<file path="src/rtl/axi_vdma_wr_burst_sched_if.sv">
// rtl/axi_vdma_wr_burst_sched_if.sv - burst request handshake between scheduler and AXI write core
interface axi_vdma_wr_burst_sched_if #(
   parameter int ASIZE = 32,
   parameter int LSIZE = 10
);
   logic             write_req;
   logic [LSIZE-1:0] req_len;
   logic [ASIZE-1:0] req_addr;
   logic             req_resp;
   logic             req_done;
   logic             req_err;

   // scheduler side
   modport master (
      output write_req, req_len, req_addr,
      input  req_resp, req_done, req_err
   );

   // write core side
   modport slave (
      input  write_req, req_len, req_addr,
      output req_resp, req_done, req_err
   );
endinterface

</file>
<file path="src/rtl/axi_vdma_wr_burst_sched.sv">
// rtl/axi_vdma_wr_burst_sched.sv - frame-to-AXI-write-burst scheduler; optional 4 KB split via BURST_4K_SPLIT_EN
module axi_vdma_wr_burst_sched #(
   parameter int ASIZE      = 32,
   parameter int LSIZE      = 10,
   parameter int MAX_BURST  = 256,
   parameter int CSIZE      = 16,
   parameter int FB_NUM     = 3,
   parameter int BEAT_BYTES = 32
) (
   input  logic                    axi_aclk,
   input  logic                    axi_reset,
   input  logic                    enable,
   input  logic                    fs,
   input  logic [FB_NUM*ASIZE-1:0] cfg_base,
   input  logic [CSIZE-1:0]        cfg_line_beats,
   input  logic [CSIZE-1:0]        cfg_lines,
   input  logic [ASIZE-1:0]        cfg_stride,
   input  logic [CSIZE-1:0]        fifo_count,
   axi_vdma_wr_burst_sched_if.master wr_bus,
   output logic                    busy,
   output logic                    frame_done,
   output logic                    frame_err,
   output logic                    fs_skip,
   output logic [1:0]              cur_fb
);
   localparam logic [CSIZE-1:0] MAX_C = CSIZE'(MAX_BURST);

   typedef enum logic [2:0] {
      IDLE, LINE_START, WAIT_FIFO, REQ, WAIT_DONE, NEXT, FRAME_END
   } state_t;

   state_t           state_q, state_d;
   logic [CSIZE-1:0] line_beats_q, line_beats_d;
   logic [CSIZE-1:0] lines_q, lines_d;
   logic [ASIZE-1:0] stride_q, stride_d;
   logic [ASIZE-1:0] line_addr_q, line_addr_d;
   logic [ASIZE-1:0] burst_addr_q, burst_addr_d;
   logic [CSIZE-1:0] line_cnt_q, line_cnt_d;
   logic [CSIZE-1:0] rem_q, rem_d;
   logic [CSIZE-1:0] blen_q, blen_d;
   logic [1:0]       cur_fb_q, cur_fb_d;
   logic             write_req_q, write_req_d;
   logic [LSIZE-1:0] req_len_q, req_len_d;
   logic [ASIZE-1:0] req_addr_q, req_addr_d;
   logic             frame_done_q, frame_done_d;
   logic             frame_err_q, frame_err_d;
   logic             fs_skip_q, fs_skip_d;

   logic [CSIZE-1:0] rem_next;
   logic [ASIZE-1:0] addr_next;
   logic [CSIZE-1:0] line_cnt_next;
   logic [CSIZE-1:0] blen_line;
   logic [CSIZE-1:0] blen_next;
   logic [1:0]       fb_next;

   assign rem_next      = rem_q - blen_q;
   assign addr_next     = burst_addr_q + ASIZE'(blen_q) * ASIZE'(BEAT_BYTES);
   assign line_cnt_next = line_cnt_q + 1'b1;
   assign fb_next       = (cur_fb_q == 2'(FB_NUM - 1)) ? 2'd0 : cur_fb_q + 2'd1;

   // burst length for a fresh line and for the continuation of the current line
   always_comb begin
      blen_line = (line_beats_q > MAX_C) ? MAX_C : line_beats_q;
      blen_next = (rem_next > MAX_C) ? MAX_C : rem_next;
`ifdef BURST_4K_SPLIT_EN
      if (CSIZE'(13'h1000 - {1'b0, line_addr_q[11:0]}) / CSIZE'(BEAT_BYTES) < blen_line)
         blen_line = CSIZE'(13'h1000 - {1'b0, line_addr_q[11:0]}) / CSIZE'(BEAT_BYTES);
      if (CSIZE'(13'h1000 - {1'b0, addr_next[11:0]}) / CSIZE'(BEAT_BYTES) < blen_next)
         blen_next = CSIZE'(13'h1000 - {1'b0, addr_next[11:0]}) / CSIZE'(BEAT_BYTES);
`endif
   end

   // next-state and registered-output logic of the frame sequencer
   always_comb begin
      state_d      = state_q;
      line_beats_d = line_beats_q;
      lines_d      = lines_q;
      stride_d     = stride_q;
      line_addr_d  = line_addr_q;
      burst_addr_d = burst_addr_q;
      line_cnt_d   = line_cnt_q;
      rem_d        = rem_q;
      blen_d       = blen_q;
      cur_fb_d     = cur_fb_q;
      req_len_d    = req_len_q;
      req_addr_d   = req_addr_q;
      frame_err_d  = 1'b0;
      fs_skip_d    = fs && (state_q != IDLE);

      case (state_q)
         IDLE: begin
            if (fs && enable) begin
               line_beats_d = cfg_line_beats;
               lines_d      = cfg_lines;
               stride_d     = cfg_stride;
               line_addr_d  = cfg_base[cur_fb_q*ASIZE +: ASIZE];
               line_cnt_d   = '0;
               state_d      = (cfg_lines == '0 || cfg_line_beats == '0) ? FRAME_END : LINE_START;
            end
         end
         LINE_START: begin
            if (!enable) begin
               frame_err_d = 1'b1;
               state_d     = IDLE;
            end else begin
               rem_d        = line_beats_q;
               burst_addr_d = line_addr_q;
               blen_d       = blen_line;
               state_d      = WAIT_FIFO;
            end
         end
         WAIT_FIFO: begin
            if (!enable) begin
               frame_err_d = 1'b1;
               state_d     = IDLE;
            end else if (fifo_count >= blen_q) begin
               state_d = REQ;
            end
         end
         REQ: begin
            // an issued request must be accepted before anything else happens
            if (wr_bus.req_resp) state_d = WAIT_DONE;
         end
         WAIT_DONE: begin
            if (wr_bus.req_err) begin
               frame_err_d = 1'b1;
               state_d     = IDLE;
            end else if (wr_bus.req_done) begin
               state_d = NEXT;
            end
         end
         NEXT: begin
            if (!enable) begin
               frame_err_d = 1'b1;
               state_d     = IDLE;
            end else begin
               rem_d        = rem_next;
               burst_addr_d = addr_next;
               if (rem_next != '0) begin
                  blen_d  = blen_next;
                  state_d = WAIT_FIFO;
               end else begin
                  line_cnt_d  = line_cnt_next;
                  line_addr_d = line_addr_q + stride_q;
                  state_d     = (line_cnt_next == lines_q) ? FRAME_END : LINE_START;
               end
            end
         end
         FRAME_END: begin
            cur_fb_d = fb_next;
            state_d  = IDLE;
         end
         default: state_d = IDLE;
      endcase

      frame_done_d = (state_d == FRAME_END);
      write_req_d  = (state_d == REQ);
      // capture the request fields once on entry so they stay stable while write_req is high
      if (state_d == REQ && state_q != REQ) begin
         req_addr_d = burst_addr_q;
         req_len_d  = LSIZE'(blen_q - 1'b1);
      end
   end

   // state and datapath registers
   always_ff @(posedge axi_aclk or posedge axi_reset) begin
      if (axi_reset) begin
         state_q      <= IDLE;
         line_beats_q <= '0;
         lines_q      <= '0;
         stride_q     <= '0;
         line_addr_q  <= '0;
         burst_addr_q <= '0;
         line_cnt_q   <= '0;
         rem_q        <= '0;
         blen_q       <= '0;
         cur_fb_q     <= '0;
         write_req_q  <= 1'b0;
         req_len_q    <= '0;
         req_addr_q   <= '0;
         frame_done_q <= 1'b0;
         frame_err_q  <= 1'b0;
         fs_skip_q    <= 1'b0;
      end else begin
         state_q      <= state_d;
         line_beats_q <= line_beats_d;
         lines_q      <= lines_d;
         stride_q     <= stride_d;
         line_addr_q  <= line_addr_d;
         burst_addr_q <= burst_addr_d;
         line_cnt_q   <= line_cnt_d;
         rem_q        <= rem_d;
         blen_q       <= blen_d;
         cur_fb_q     <= cur_fb_d;
         write_req_q  <= write_req_d;
         req_len_q    <= req_len_d;
         req_addr_q   <= req_addr_d;
         frame_done_q <= frame_done_d;
         frame_err_q  <= frame_err_d;
         fs_skip_q    <= fs_skip_d;
      end
   end

   assign wr_bus.write_req = write_req_q;
   assign wr_bus.req_len   = req_len_q;
   assign wr_bus.req_addr  = req_addr_q;
   assign busy             = (state_q != IDLE);
   assign frame_done       = frame_done_q;
   assign frame_err        = frame_err_q;
   assign fs_skip          = fs_skip_q;
   assign cur_fb           = cur_fb_q;
endmodule

</file>
<file path="src/flat_wrapper.sv">
// flat-port wrapper written by rule: the top's interface ports become plain ports
module axi_vdma_wr_burst_sched_flat 
#(
   parameter int ASIZE      = 32,
   parameter int LSIZE      = 10,
   parameter int MAX_BURST  = 256,
   parameter int CSIZE      = 16,
   parameter int FB_NUM     = 3,
   parameter int BEAT_BYTES = 32
)
  (axi_aclk, axi_reset, enable, fs, cfg_base, cfg_line_beats, cfg_lines, cfg_stride, fifo_count, busy, frame_done, frame_err, fs_skip, cur_fb, wr_bus_write_req, wr_bus_req_len, wr_bus_req_addr, wr_bus_req_resp, wr_bus_req_done, wr_bus_req_err);
  axi_vdma_wr_burst_sched_if #(.ASIZE(ASIZE), .LSIZE(LSIZE)) wr_bus_i ();
  input  logic axi_aclk;
  input  logic axi_reset;
  input  logic enable;
  input  logic fs;
  input  logic [FB_NUM*ASIZE-1:0] cfg_base;
  input  logic [CSIZE-1:0] cfg_line_beats;
  input  logic [CSIZE-1:0] cfg_lines;
  input  logic [ASIZE-1:0] cfg_stride;
  input  logic [CSIZE-1:0] fifo_count;
  output logic busy;
  output logic frame_done;
  output logic frame_err;
  output logic fs_skip;
  output logic [1:0] cur_fb;
  output wire logic [$bits(wr_bus_i.write_req)-1:0] wr_bus_write_req;
  output wire logic [$bits(wr_bus_i.req_len)-1:0] wr_bus_req_len;
  output wire logic [$bits(wr_bus_i.req_addr)-1:0] wr_bus_req_addr;
  input wire logic [$bits(wr_bus_i.req_resp)-1:0] wr_bus_req_resp;
  input wire logic [$bits(wr_bus_i.req_done)-1:0] wr_bus_req_done;
  input wire logic [$bits(wr_bus_i.req_err)-1:0] wr_bus_req_err;
  assign wr_bus_write_req = wr_bus_i.write_req;
  assign wr_bus_req_len = wr_bus_i.req_len;
  assign wr_bus_req_addr = wr_bus_i.req_addr;
  assign wr_bus_i.req_resp = wr_bus_req_resp;
  assign wr_bus_i.req_done = wr_bus_req_done;
  assign wr_bus_i.req_err = wr_bus_req_err;
  axi_vdma_wr_burst_sched #(.ASIZE(ASIZE), .LSIZE(LSIZE), .MAX_BURST(MAX_BURST), .CSIZE(CSIZE), .FB_NUM(FB_NUM), .BEAT_BYTES(BEAT_BYTES)) u_core (.axi_aclk(axi_aclk), .axi_reset(axi_reset), .enable(enable), .fs(fs), .cfg_base(cfg_base), .cfg_line_beats(cfg_line_beats), .cfg_lines(cfg_lines), .cfg_stride(cfg_stride), .fifo_count(fifo_count), .wr_bus(wr_bus_i), .busy(busy), .frame_done(frame_done), .frame_err(frame_err), .fs_skip(fs_skip), .cur_fb(cur_fb));
endmodule
</file>
<file path="config.mk">
export PLATFORM = sky130hd
export DESIGN_NAME = axi_vdma_wr_burst_sched_flat
export DESIGN_NICKNAME = d
export VERILOG_FILES = /design/src/rtl/axi_vdma_wr_burst_sched_if.sv /design/src/rtl/axi_vdma_wr_burst_sched.sv /design/src/flat_wrapper.sv
export SDC_FILE = /design/constraint.sdc
export NUM_CORES = 1
export LEC_CHECK = 0
export CAP_MARGIN = 0
export CORE_MARGIN = 1
export CORE_UTILIZATION = 30
export CTS_CLUSTER_SIZE = 24
export DETAILED_ROUTE_END_ITERATION = 10
export PLACE_DENSITY = 0.6
export SLEW_MARGIN = 5
export SYNTH_ARGS = -nofsm -noshare
export SYNTH_HDL_FRONTEND = slang
export SYNTH_SLANG_ARGS = --single-unit
</file>
<file path="constraint.sdc">
create_clock -name axi_aclk -period 17 [get_ports axi_aclk]
set_input_delay 4.25 -clock axi_aclk [delete_from_list [all_inputs] [get_ports axi_aclk]]
set_output_delay 4.25 -clock axi_aclk [all_outputs]
set_load 0.01 [all_outputs]
</file>
==> impl_metrics.json, run 1 <==
{
  "diodes": 0,
  "grt_pass1_vias": 11790,
  "wl_um": 42930,
  "avgSynthCellArea_um2": 9.370,
  "clk_path_buf_depth": 3,
  "ant_nets": 0,
  "gp_congestion": 0.8758,
  "crit_type": "input pin to register",
  "nNetsFinal": 1980,
  "overflow": 0,
  "hold_viol": 0,
  "final_common_cell": "clkdlybuf4s50_1",
  "syn_to_final_growth_pct": 26.93,
  "status": "finished with violations",
  "clk_pin_slew_ps": 60,
  "start_util_pct": 30.47,
  "slew_viol_final": 0,
  "synth.distinct_cells": 78,
  "io_pins": 232,
  "first_pass_iters": 8,
  "grt_max_degree": 120,
  "clock.fmax_mhz": 147.4,
  "dieArea_um2": 48250,
  "finalSetupViolCount": 0,
  "mostFrequentLayoutCells": "clkdlybuf4s50_1, dfrtp_1, nand2_1, o21ai_0, a21oi_1",
  "crit_arrival_ps": 7240,
  "dp_hpwl_um": 32080,
  "cap_violations": 0,
  "r2r_start": "u_core.blen_q[0]",
  "vias": 12080,
  "timing.hold.ws_ps": 481.3,
  "antenna_found_initial": 0,
  "grt_use_met1_pct": 23.91,
  "cts_setup_buffers": 0,
  "tightest_slew_ps": 1121,
  "num_rows": 79,
  "cp-end-kind": "register",
  "syn-num-nets": 1783,
  "core_um2": 46650,
  "htreeDepth": 1,
  "min-delay-start": "u_core.wr_bus.req_len[0]",
  "syn_inst": 1517,
  "place_ws_ps": 9522,
  "layout-drive-gt1-share_pct": 10.66,
  "synth_warnings": 0,
  "synth_seq_area_share_pct": 39.96,
  "required_ps": 17460,
  "cp-start-kind": "input pin",
  "async_flop_share_pct": 100.0,
  "cts_tree": "yes",
  "power.leakage_nw": 7.418,
  "setup_slack_ps": 10220,
  "ys_ff_latch": 227,
  "cp_common_cell": "a21o_1",
  "fin_skew_ps": 23.83,
  "cts-resized-gates": 0,
  "crit_start": "fifo_count[9]",
  "violations": "design-rule violations",
  "drtIter0Drc": 1021,
  "numPortBuffers": 231,
  "utilization_pct": 38.67,
  "tns_ps": 0,
  "grt.met3_usage_pct": 2.070,
  "wl_per_cell_um": 18.33,
  "clkSinkCount": 227,
  "min_period_ps": 6782,
  "use_met2_pct": 29.99,
  "syn-cell-area_um2": 14210,
  "insertion_delay_ps": 570,
  "drc": 16,
  "grt_pass1_wl_um": 66890,
  "cts_made_buffers": 28,
  "crit_fanout": 55,
  "power.density_nw_per_um2": 183.1,
  "r2r_cells": 12,
  "cts_hold_buf": 0,
  "die_h_um": 219.7,
  "path_cells": "clkdlybuf4s50_1 > ha_1 > a21o_1 > a21o_1 > a21oi_1 > nand2_1 > nand4_1 > a31oi_1 > o21ai_4 > buf_4 > nand3_1 > and3_1",
  "cp_slowest_cell": "buf_4",
  "dpl.cell_count": 2291,
  "hold_path_class": "register to register",
  "hold_depth": 2,
  "synth_ff_type": "dfrtp_1",
  "slew_headroom_pct": 24.96,
  "stdcell_count": 2342,
  "grt_usage_pct": 17.59,
  "synth-edff-count": 0,
  "cts-root-buf": "clkbuf_16",
  "max-vdd-ir-drop_mv": 0.08873,
  "die_w_um": 219.7,
  "via_per_inst": 5.156,
  "rsz0062_at_grt": "false",
  "finalCritPeriodShare_pct": 39.90,
  "busiest_layer": "met2",
  "slowest_delay_ps": 560
}
==> flip-flops by register name (all words and copies together), names as in the netlist, 2 cells and up <==
signal,flops
u_core.stride_q,32
u_core.blen_q,16
u_core.line_beats_q,16
u_core.wr_bus.req_addr,32
u_core.burst_addr_q,32
u_core.lines_q,16
u_core.line_addr_q,32
u_core.line_cnt_q,16
u_core.cur_fb,2
u_core.wr_bus.req_len,10
u_core.rem_q,16
u_core.state_q,3
==> through the flow <==
stage	total power [W]	area (µm²)
after floorplan	0.002154	14210
after global placement	0.002648	17090
after detailed placement	0.002690	17090
after CTS	0.003322	18040
after global routing	0.003572	18040
final	0.003304	18040
==> worst paths after layout <==
check                      slack, ps                  endpoint
setup / recovery               10220   u_core.wr_bus.write_req
hold reg to reg                  480  u_core.wr_bus.req_len[0]
min in group asynchronous       4220            u_core.fs_skip
setup reg to reg               12670      u_core.line_cnt_q[7]
max in group asynchronous      11300          u_core.cur_fb[1]
hold / removal                   480  u_core.wr_bus.req_len[0]
==> synthesized netlist by cell type (13+ instances only) <==
library cell | number | area share, %
nor2_1 | 106 | 2.8
xnor2_1 | 51 | 3.1
o211ai_1 | 34 | 1.8
nor4_1 | 14 | 0.62
mux2i_1 | 36 | 2.5
a31oi_1 | 15 | 0.66
o21a_1 | 13 | 0.69
and2_1 | 18 | 0.79
nor2b_1 | 15 | 0.66
mux2_2 | 101 | 8.0
ha_1 | 80 | 7.0
inv_1 | 47 | 1.2
dfrtp_1 | 227 | 40
nand3_1 | 27 | 0.95
a211oi_1 | 16 | 0.85
nor3_1 | 20 | 0.70
o21ai_0 | 134 | 4.7
o22ai_1 | 16 | 0.70
nand2_1 | 144 | 3.8
and3_1 | 14 | 0.62
a21o_1 | 25 | 1.3
nand4_1 | 17 | 0.75
xor2_1 | 27 | 1.7
clkbuf_1 | 56 | 1.5
a21oi_1 | 123 | 4.3
==> cell families after synthesis <==
| kind of cell | count (synthesis) | share of synthesized area (%) |
|---|---|---|
| compound gates | 452 | 19.66 |
| mux | 138 | 10.62 |
| fa+ha+maj | 83 | 7.465 |
| buf+inv | 124 | 3.548 |
| xor+xnor | 78 | 4.806 |
| flops | 227 | 39.96 |
| simple gates | 415 | 13.94 |
==> where the power goes <==
part           total (W)  switching (W)  internal (W)
Clock           0.000614       0.000241      0.000373
Sequential      0.000973       0.000204      0.000770
Combinational    0.00172       0.000920      0.000796
Total            0.00330        0.00136       0.00194
==> metal layers <==
metal	vias up	wire [µm]
met5	-	0
li1	5919	-
met2	282	20760
met3	43	1905
met4	0	757
met1	5831	19510
==> final cells by class <==
class	instances	area, µm²
Multi-Input combinational cell	1166	8059
Inverter	47	183.9
Clock inverter	11	141.4
Sequential cell	227	5682
Fill cell	4679	28610
Tap cell	607	759.5
Timing Repair Buffer	244	2410
Clock buffer	40	805.8
==> worst max-delay path: cells and delay by family <==
family                   cells  cell delay, ps
adder cells (fa/ha/maj)      1             310
AO/OA/AOI/OAI                5             910
buffers and inverters        2             980
AND/OR/NAND/NOR              4             740
No activity file was read; power rests on OpenSTA's default activity.
==> run 2, diff against run 1 <==
PLACE_DENSITY = 0.62   (was 0.6)
clock period = 5.74 ns   (was 17 ns; I/O delays follow)
==> run 2 against run 1 <==
- the flow still finishes with violations (design-rule violations)
- cell count stayed put
- critical path depth is the same
- via count increased by 0.12%
- worst setup slack worse by 8700 ps
- clock skew down 14 ps
- utilization increased by 0.24 points
- sequential cell count unchanged
- combinational power rose to 3.0 times the previous value
- global-route usage is essentially flat
==> impl_metrics.json, run 2 (synthesis gave the netlist of run 1 again) <==
{
  "fin_skew_ps": 9.458,
  "endpoint": "u_core.line_cnt_q[7]",
  "drtIter0Drc": 641,
  "start_util_pct": 30.47,
  "layout-drive-gt1-share_pct": 10.78,
  "cts_made_buffers": 28,
  "tightest_slew_ps": 1002,
  "cts_setup_buffers": 0,
  "grt_max_degree": 162,
  "mostFrequentLayoutCells": "clkdlybuf4s50_1, dfrtp_1, nand2_1, o21ai_0, a21oi_1",
  "status": "finished with violations",
  "insertion_delay_ps": 560,
  "vias": 12090,
  "first_pass_iters": 8,
  "cts_tree": "yes",
  "crit_type": "register to register",
  "cts-resized-gates": 0,
  "grt_pass1_wl_um": 66530,
  "dpl-instance-area_um2": 17130,
  "die_h_um": 219.7,
  "rsz0062_at_grt": "false",
  "nNetsFinal": 1980,
  "crit_start": "u_core.blen_q[0]",
  "final_cell_area_um2": 18150,
  "wl_per_cell_um": 18.32,
  "diodes": 0,
  "hold_viol": 0,
  "cts_hold_buf": 0,
  "regArea_um2": 5682,
  "max-vdd-ir-drop_mv": 0.2365,
  "numPortBuffers": 231,
  "r2r_start": "u_core.blen_q[0]",
  "gp_congestion": 0.8591,
  "finalSetupViolCount": 0,
  "overflow": 0,
  "clk_pin_slew_ps": 60,
  "regToRegSetupSlack_ps": 1520,
  "io_pins": 232,
  "drc": 19,
  "num_rows": 79,
  "required_ps": 6180,
  "clk_path_buf_depth": 3,
  "cts-root-buf": "clkbuf_16",
  "core_um2": 46650,
  "fillCellCount": 4684,
  "grt_usage_pct": 17.58,
  "crit_arrival_ps": 4660,
  "clkSinkCount": 227,
  "via_per_inst": 5.162,
  "hold_path_class": "register to register",
  "timing.rr.end": "u_core.line_cnt_q[7]",
  "cp-start-kind": "register",
  "power.density_nw_per_um2": 546.8,
  "wl_um": 42890,
  "finalCritPeriodShare_pct": 73.54,
  "slew_headroom_pct": 33.18,
  "dp_hpwl_um": 31790,
  "ant_nets": 0,
  "cp-end-kind": "register",
  "violations": "design-rule violations",
  "power.leakage_nw": 7.461,
  "htreeDepth": 1,
  "multiInputGateArea_um2": 8059,
  "cap_violations": 0,
  "tns_ps": 0,
  "final_common_cell": "clkdlybuf4s50_1",
  "r2r_cells": 12,
  "grt_pass1_vias": 11940,
  "slew_viol_final": 0,
  "die_w_um": 219.7,
  "crit_fanout": 59,
  "min_period_ps": 4221,
  "clock.fmax_mhz": 236.9,
  "antenna_found_initial": 1,
  "dieArea_um2": 48250,
  "syn_to_final_growth_pct": 27.73
}
run 2: worst min-delay path by stage:
stage,startpoint,slack (ps),cells after the start,endpoint
2_1_floorplan,u_core.burst_addr_q[31],450,1,u_core.burst_addr_q[31]
3_3_place_gp,u_core.wr_bus.req_addr[21],460,2,u_core.wr_bus.req_addr[21]
3_5_place_dp,u_core.wr_bus.req_len[4],480,2,u_core.wr_bus.req_len[4]
4_1_cts,u_core.wr_bus.req_len[4],490,2,u_core.wr_bus.req_len[4]
5_1_grt,u_core.rem_q[8],510,2,u_core.rem_q[8]
6_report,u_core.wr_bus.req_len[4],480,2,u_core.wr_bus.req_len[4]
run 2: power by group:
group          total [W]  switching (W)  internal (W)  leakage (nW)
Clock            0.00196       0.000708       0.00125         0.506
Sequential       0.00288       0.000601       0.00228          2.75
Combinational    0.00509        0.00273       0.00236          4.21
Total            0.00993        0.00404       0.00589          7.46
run 2: layer usage:
layer  global-route usage (%)  vias to the layer above  share of wire [%]
li1                         -                     5917                  -
met4                    5.034                        0                2.8
met1                    23.36                     5846                 45
met2                    29.35                      266                 48
met5                        0                        -                  0
met3                    2.788                       61                4.4
run 2: critical path, cell delays in order, from the launching register on:
cell and delay [ps]:
dfrtp_1 480, ha_1 280, fa_1 410, nor2b_1 160, o31a_1 260, o211ai_1 150, a31o_2 280, a211oi_1 250
o211ai_1 230, nor4_4 670, a21o_4 600, o21ai_2 100, a32o_1 210
run 2: layout make-up:
cell class	count	area share (%)
clock buffer	38	4.459
multi-input combinational	1166	44.39
inverter	47	0.9924
timing repair buffer	244	13.48
clock inverter	13	1.199
tap	607	4.183
sequential	227	31.30
run 2: per-stage QoR:
step	power, W	worst slack [ps]	hold slack (ps)	instances	util (%)
final	0.009927	1519	483.9	2342	38.91
after global routing	0.01071	1215	511.6	2342	38.91
after CTS	0.009995	1429	488.0	2342	38.91
after detailed placement	0.007972	1306	475.9	2291	36.71
after global placement	0.007852	1361	463.9	2291	36.71
after floorplan	0.006380	1339	447.3	1517	-
==> variant 1: new RTL, flow settings as in run 2 <==
Build with the macro `BURST_4K_SPLIT_EN` defined.
--- a/src/rtl/axi_vdma_wr_burst_sched.sv
+++ b/src/rtl/axi_vdma_wr_burst_sched.sv
@@ -1,2 +1,4 @@
 // rtl/axi_vdma_wr_burst_sched.sv - frame-to-AXI-write-burst scheduler; optional 4 KB split via BURST_4K_SPLIT_EN
+`define BURST_4K_SPLIT_EN
+
 module axi_vdma_wr_burst_sched #(
Formal check against the unedited RTL: not equivalent (a bounded check fails within 4 cycles, from zero or initial values and one cycle with axi_reset high).
==> variant 1 against run 2 <==
Total power grew 14%. Routed wire length grew 23%. Sequential share of layout area shrank 2.5 points. Clock skew grew 0.0041 ns. Global-route usage grew 1.9 points. Fmax shrank 23%. Area after synthesis grew 10%. Critical path depth grew 7. Setup slack lost 1.2 ns. Sequential cell count is the same. Design area grew 8.7%.
==> variant 1: results <==
status:
  outcome: "completed"
sta:
  skew_ns: 0.0136
  worst_slew_margin_pct: 30.3
die:
  dieArea_um2: 53100
clocking:
  clkLatencyLatePin_ns: 0.56
  cts_htree_levels: 1
  cts_buffer_depth: 3
  cts_made_buffers: 27
  clk_pin_slew_worst_paths_ns: 0.06
global_route:
  grt_max_degree: 150
  grt_first_pass_wirelength_mm: 81.2
  gr-usage-all-layers_pct: 19.4
  grt_antenna_before_repair: 1
  grt_pass1_vias: 14300
place:
  finalWeightedCongestion: 0.911
  placement.io_buffers: 231
  numPlacedInstances: 2648
  place.detailed.hpwl_mm: 40.2
  placed_area_um2: 18700
synth:
  async_set_reset_flop_share_out_of_synthesis_pct: 100
  synth.area.top_cells: "sky130_fd_sc_hd__dfrtp_1 36%, sky130_fd_sc_hd__nand2_1 7.9%, sky130_fd_sc_hd__ha_1 7.5%"
  synth.avg_cell_area_um2: 8.69
  synthXorXnorAreaFrac_pct: 4.87
  most_frequent_cells_after_synthesis: "329 x sky130_fd_sc_hd__nand2_1, 227 x sky130_fd_sc_hd__dfrtp_1, 114 x sky130_fd_sc_hd__o21ai_0"
  compound_gate_portion_of_the_synthesized_area_pct: 19.3
  ys_seq_area_share_pct: 36.3
  synth.net_count: 2082
  yosys.area_share.adder_pct: 7.89
  synthDistinctLibCells: 83
  mux_cell_area_share_after_synthesis_pct: 8.09
route:
  routed_via_density: 5.27
  maxUsedRoutingLayer: "met4"
  pre_repair_dr_iteration_count: 5
  routed_length_on_met1_mm: 24.2
  detailedRoute.firstIterationViolations: 787
  route.detailed.wl_per_inst_um: 19.5
  postRouteWirelength_mm: 52.6
  met3WireLength_mm: 2.64
  met2RoutedLength_mm: 24.1
layout:
  final_net_count: 2277
  ratio_of_cells_with_drive_above_1_in_the_final_layout_pct: 8.78
  fillCellCount: 5196
  num_antenna_cells: 0
  layout.cell_area.non_filler_um2: 19700
worst_setup_path:
  crit_path_max_incr_delay_ns: 0.50
  worst_ep_arrival_time_ns: 5.89
  cp_slowest_cell: "sky130_fd_sc_hd__a311oi_1"
  path_max_fanout: 7
job:
  max-cap-violations: 0
power_and_ir_drop:
  worst_ir_drop_vdd_mv: 0.286
  power_leakage_nw: 8.38
[variant 1: changes by cell type in the layout (fill, tap and decap cells not counted), sizes merged, moves of 10 or more]
| cell | change |
|---|---|
| o21ai | -18 |
| a21oi | -10 |
| inv | +11 |
| or4 | +15 |
| buf | +15 |
| nor4 | +10 |
| mux2 | -37 |
| nand2 | +184 |
| a211oi | +23 |
| o211ai | -21 |
| ha | +14 |
| mux2i | +10 |
[variant 1: cell type report]
type                            instances  area share (%)
Multi-Input combinational cell       1425            47.9
Clock buffer                           32            3.77
Inverter                               57            1.10
Tap cell                              680            4.31
Sequential cell                       227            28.8
Clock inverter                         17            1.27
Timing Repair Buffer                  259            12.9
[variant 1: timing repair]
item	4_1_cts	5_1_grt
resized for setup	0	5
setup endpoints to repair	0	8
hold endpoints to repair	0	0
setup buffers	0	0
[variant 1: through the flow]
| step | hold slack [ns] | worst slack, ns |
|---|---|---|
| 2_1_floorplan | 0.443 | 0.316 |
| 3_3_place_gp | 0.464 | 0.0326 |
| 3_5_place_dp | 0.473 | 0.0183 |
| 4_1_cts | 0.486 | 0.000772 |
| 5_1_grt | 0.512 | 0.0288 |
| 6_report | 0.479 | 0.290 |
[variant 1: critical path, delay by kind of cell, from the launching register on]
| family | cells | cell delay (ns) |
|---|---|---|
| AO/OA/AOI/OAI | 8 | 1.98 |
| flip-flops | 1 | 0.44 |
| multiplexers | 1 | 0.36 |
| adder cells (fa/ha/maj) | 2 | 0.60 |
| buffers and inverters | 2 | 0.38 |
| AND/OR/NAND/NOR | 6 | 1.58 |
[variant 1: worst paths after layout]
| check | start | to | slack [ns] | depth (start not counted) |
|---|---|---|---|---|
| setup / recovery | u_core.blen_q[1]$_DFFE_PP0P_ | u_core.blen_q[6]$_DFFE_PP0P_ | 0.29 | 19 |
| hold / removal | u_core.wr_bus.req_len[7]$_DFFE_PP0P_ | u_core.wr_bus.req_len[7]$_DFFE_PP0P_ | 0.48 | 2 |
| setup reg to reg | u_core.blen_q[1]$_DFFE_PP0P_ | u_core.blen_q[6]$_DFFE_PP0P_ | 0.29 | 19 |
| hold reg to reg | u_core.wr_bus.req_len[7]$_DFFE_PP0P_ | u_core.wr_bus.req_len[7]$_DFFE_PP0P_ | 0.48 | 2 |
| max in group asynchronous | axi_reset | u_core.line_beats_q[3]$_DFFE_PP0P_ | 3.42 | 3 |
| min in group asynchronous | axi_reset | u_core.burst_addr_q[13]$_DFFE_PP0P_ | 1.48 | 3 |
[variant 1: power breakdown]
part           switching (mW)  internal [mW]  total, mW
logic                    3.56           2.79       6.34
clock network           0.733           1.19       1.93
registers               0.796           2.28       3.08
total                    5.08           6.26       11.3
[variant 1: layer usage]
metal  GRT usage [%]  vias to the layer above
li1                -                     6893
met1            26.3                     6858
met2            32.0                      394
met3            2.85                       70
met4            5.86                        0
met5               0                        -
==> variant 2: new RTL, config.mk and constraints of run 2 <==
Made on the original files. Remove the register `frame_err_q`: a continuous assignment takes its place, so the output `frame_err` follows one clock earlier.
--- a/src/rtl/axi_vdma_wr_burst_sched.sv
+++ b/src/rtl/axi_vdma_wr_burst_sched.sv
@@ -181,3 +181,2 @@
          frame_done_q <= 1'b0;
-         frame_err_q  <= 1'b0;
          fs_skip_q    <= 1'b0;
@@ -198,3 +197,2 @@
          frame_done_q <= frame_done_d;
-         frame_err_q  <= frame_err_d;
          fs_skip_q    <= fs_skip_d;
@@ -202,2 +200,4 @@
    end
+
+   assign frame_err_q = frame_err_d;
 
Behaviour: not the same (Yosys sat finds a counterexample within 4 cycles, from zero or initial values and one cycle with axi_reset high).
==> variant 2 against run 2 <==
Synthesized cell count increased by 8.8%. Setup slack got worse by 0.0045 ns. Critical path depth fell by 9. Routed wire length increased by 2.7%. Clock skew is 0.020 ns higher. Design area rose by 0.98%. Via count increased by 6.1%. Area after synthesis rose by 1.5%. Sequential cell count down 1. Total power grew 4.6%. Combinational power is 8.1% higher.
==> variant 2: results <==
status:
  outcome: "completed"
route:
  postRouteWirelength_mm: 44.0
  dr_total_vias: 12800
  pre_repair_dr_iteration_count: 5
  route.detailed.wl_per_inst_um: 17.8
  detailedRoute.firstIterationViolations: 787
global_route:
  grt_first_pass_wirelength_mm: 69.6
  gr-usage-all-layers_pct: 17.6
  grt_antenna_before_repair: 0
  groute.layer.met3.usage_pct: 2.68
  grt_util_met2_pct: 29.9
  grt.met1_usage_pct: 23.3
worst_setup_path:
  cp_slowest_cell: "sky130_fd_sc_hd__clkdlybuf4s50_1"
  path_max_fanout: 7
  path_delay_family: "buffers and inverters"
  worst_r2r_startpoint: "u_core.blen_q[4]$_DFFE_PP0P_"
  reg2reg_slack_ns: 1.70
  reg2reg_to: "u_core.line_addr_q[31]$_DFFE_PP0P_"
  crit_path_max_incr_delay_ns: 0.57
  worst_ep_arrival_time_ns: 2.79
  worstSetupStartpoint: "enable"
  timing.critical_path.to: "frame_err"
synth:
  synthDistinctLibCells: 81
  synth.area.top_cells: "sky130_fd_sc_hd__dfrtp_1 39%, sky130_fd_sc_hd__nand2_1 8.1%, sky130_fd_sc_hd__ha_1 6.9%"
  synth.net_count: 1917
  most_frequent_cells_after_synthesis: "311 x sky130_fd_sc_hd__nand2_1, 226 x sky130_fd_sc_hd__dfrtp_1, 123 x sky130_fd_sc_hd__nor2_1"
  synthCells: 1651
  ys_seq_area_share_pct: 39.2
power_and_ir_drop:
  worst_ir_drop_vdd_mv: 0.260
  power_leakage_nw: 7.68
  power_report.internal_total_mw: 5.96
  combinationalPower_mw: 5.50
place:
  finalWeightedCongestion: 0.924
  placed_area_um2: 17300
  place.detailed.hpwl_mm: 33.1
  pre_cts_slack_ns: 1.35
  numPlacedInstances: 2431
sta:
  final_max_slew_viol_count: 0
  clock.fmax_mhz: 237
  fin_worst_hold_slack_ns: 0.480
  worst_slew_margin_pct: 32.0
  skew_ns: 0.0299
hold_path:
  hold_end: "u_core.burst_addr_q[1]$_DFFE_PP0P_"
  hold_path_startpoint: "u_core.burst_addr_q[1]$_DFFE_PP0P_"
layout:
  ratio_of_cells_with_drive_above_1_in_the_final_layout_pct: 8.31
  fillCellCount: 4773
clocking:
  cts_made_buffers: 28
  cts_htree_levels: 1
variant 2: cell types whose count changed after synthesis, sizes merged, moves of 8 or more:
cell	before	now
nand2	145	313
mux2	102	40
o21ai	137	126
clkbuf	56	67
nor2	106	123
inv	47	55
variant 2: area by class of cell:
cell class                      instances  area, um^2  area share [%]
Clock buffer                           35         767            4.18
Clock inverter                         14         268            1.46
Inverter                               55         210            1.15
Multi-Input combinational cell       1287        8210            44.8
Sequential cell                       226        5660            30.9
Tap cell                              615         769            4.20
Timing Repair Buffer                  248        2450            13.4
variant 2: kinds of logic after synthesis:
family,synth area share (%)
flops,39.2
xor+xnor,4.61
compound gates,20.7
buf+inv,4.07
fa+ha+maj,7.35
simple gates,18.3
mux,5.83
variant 2: per-layer routing:
metal | wire length (um) | part of all wire (%)
met3 | 2240 | 5.1
met2 | 21200 | 48
met5 | 0 | 0
met1 | 19800 | 45
met4 | 841 | 1.9
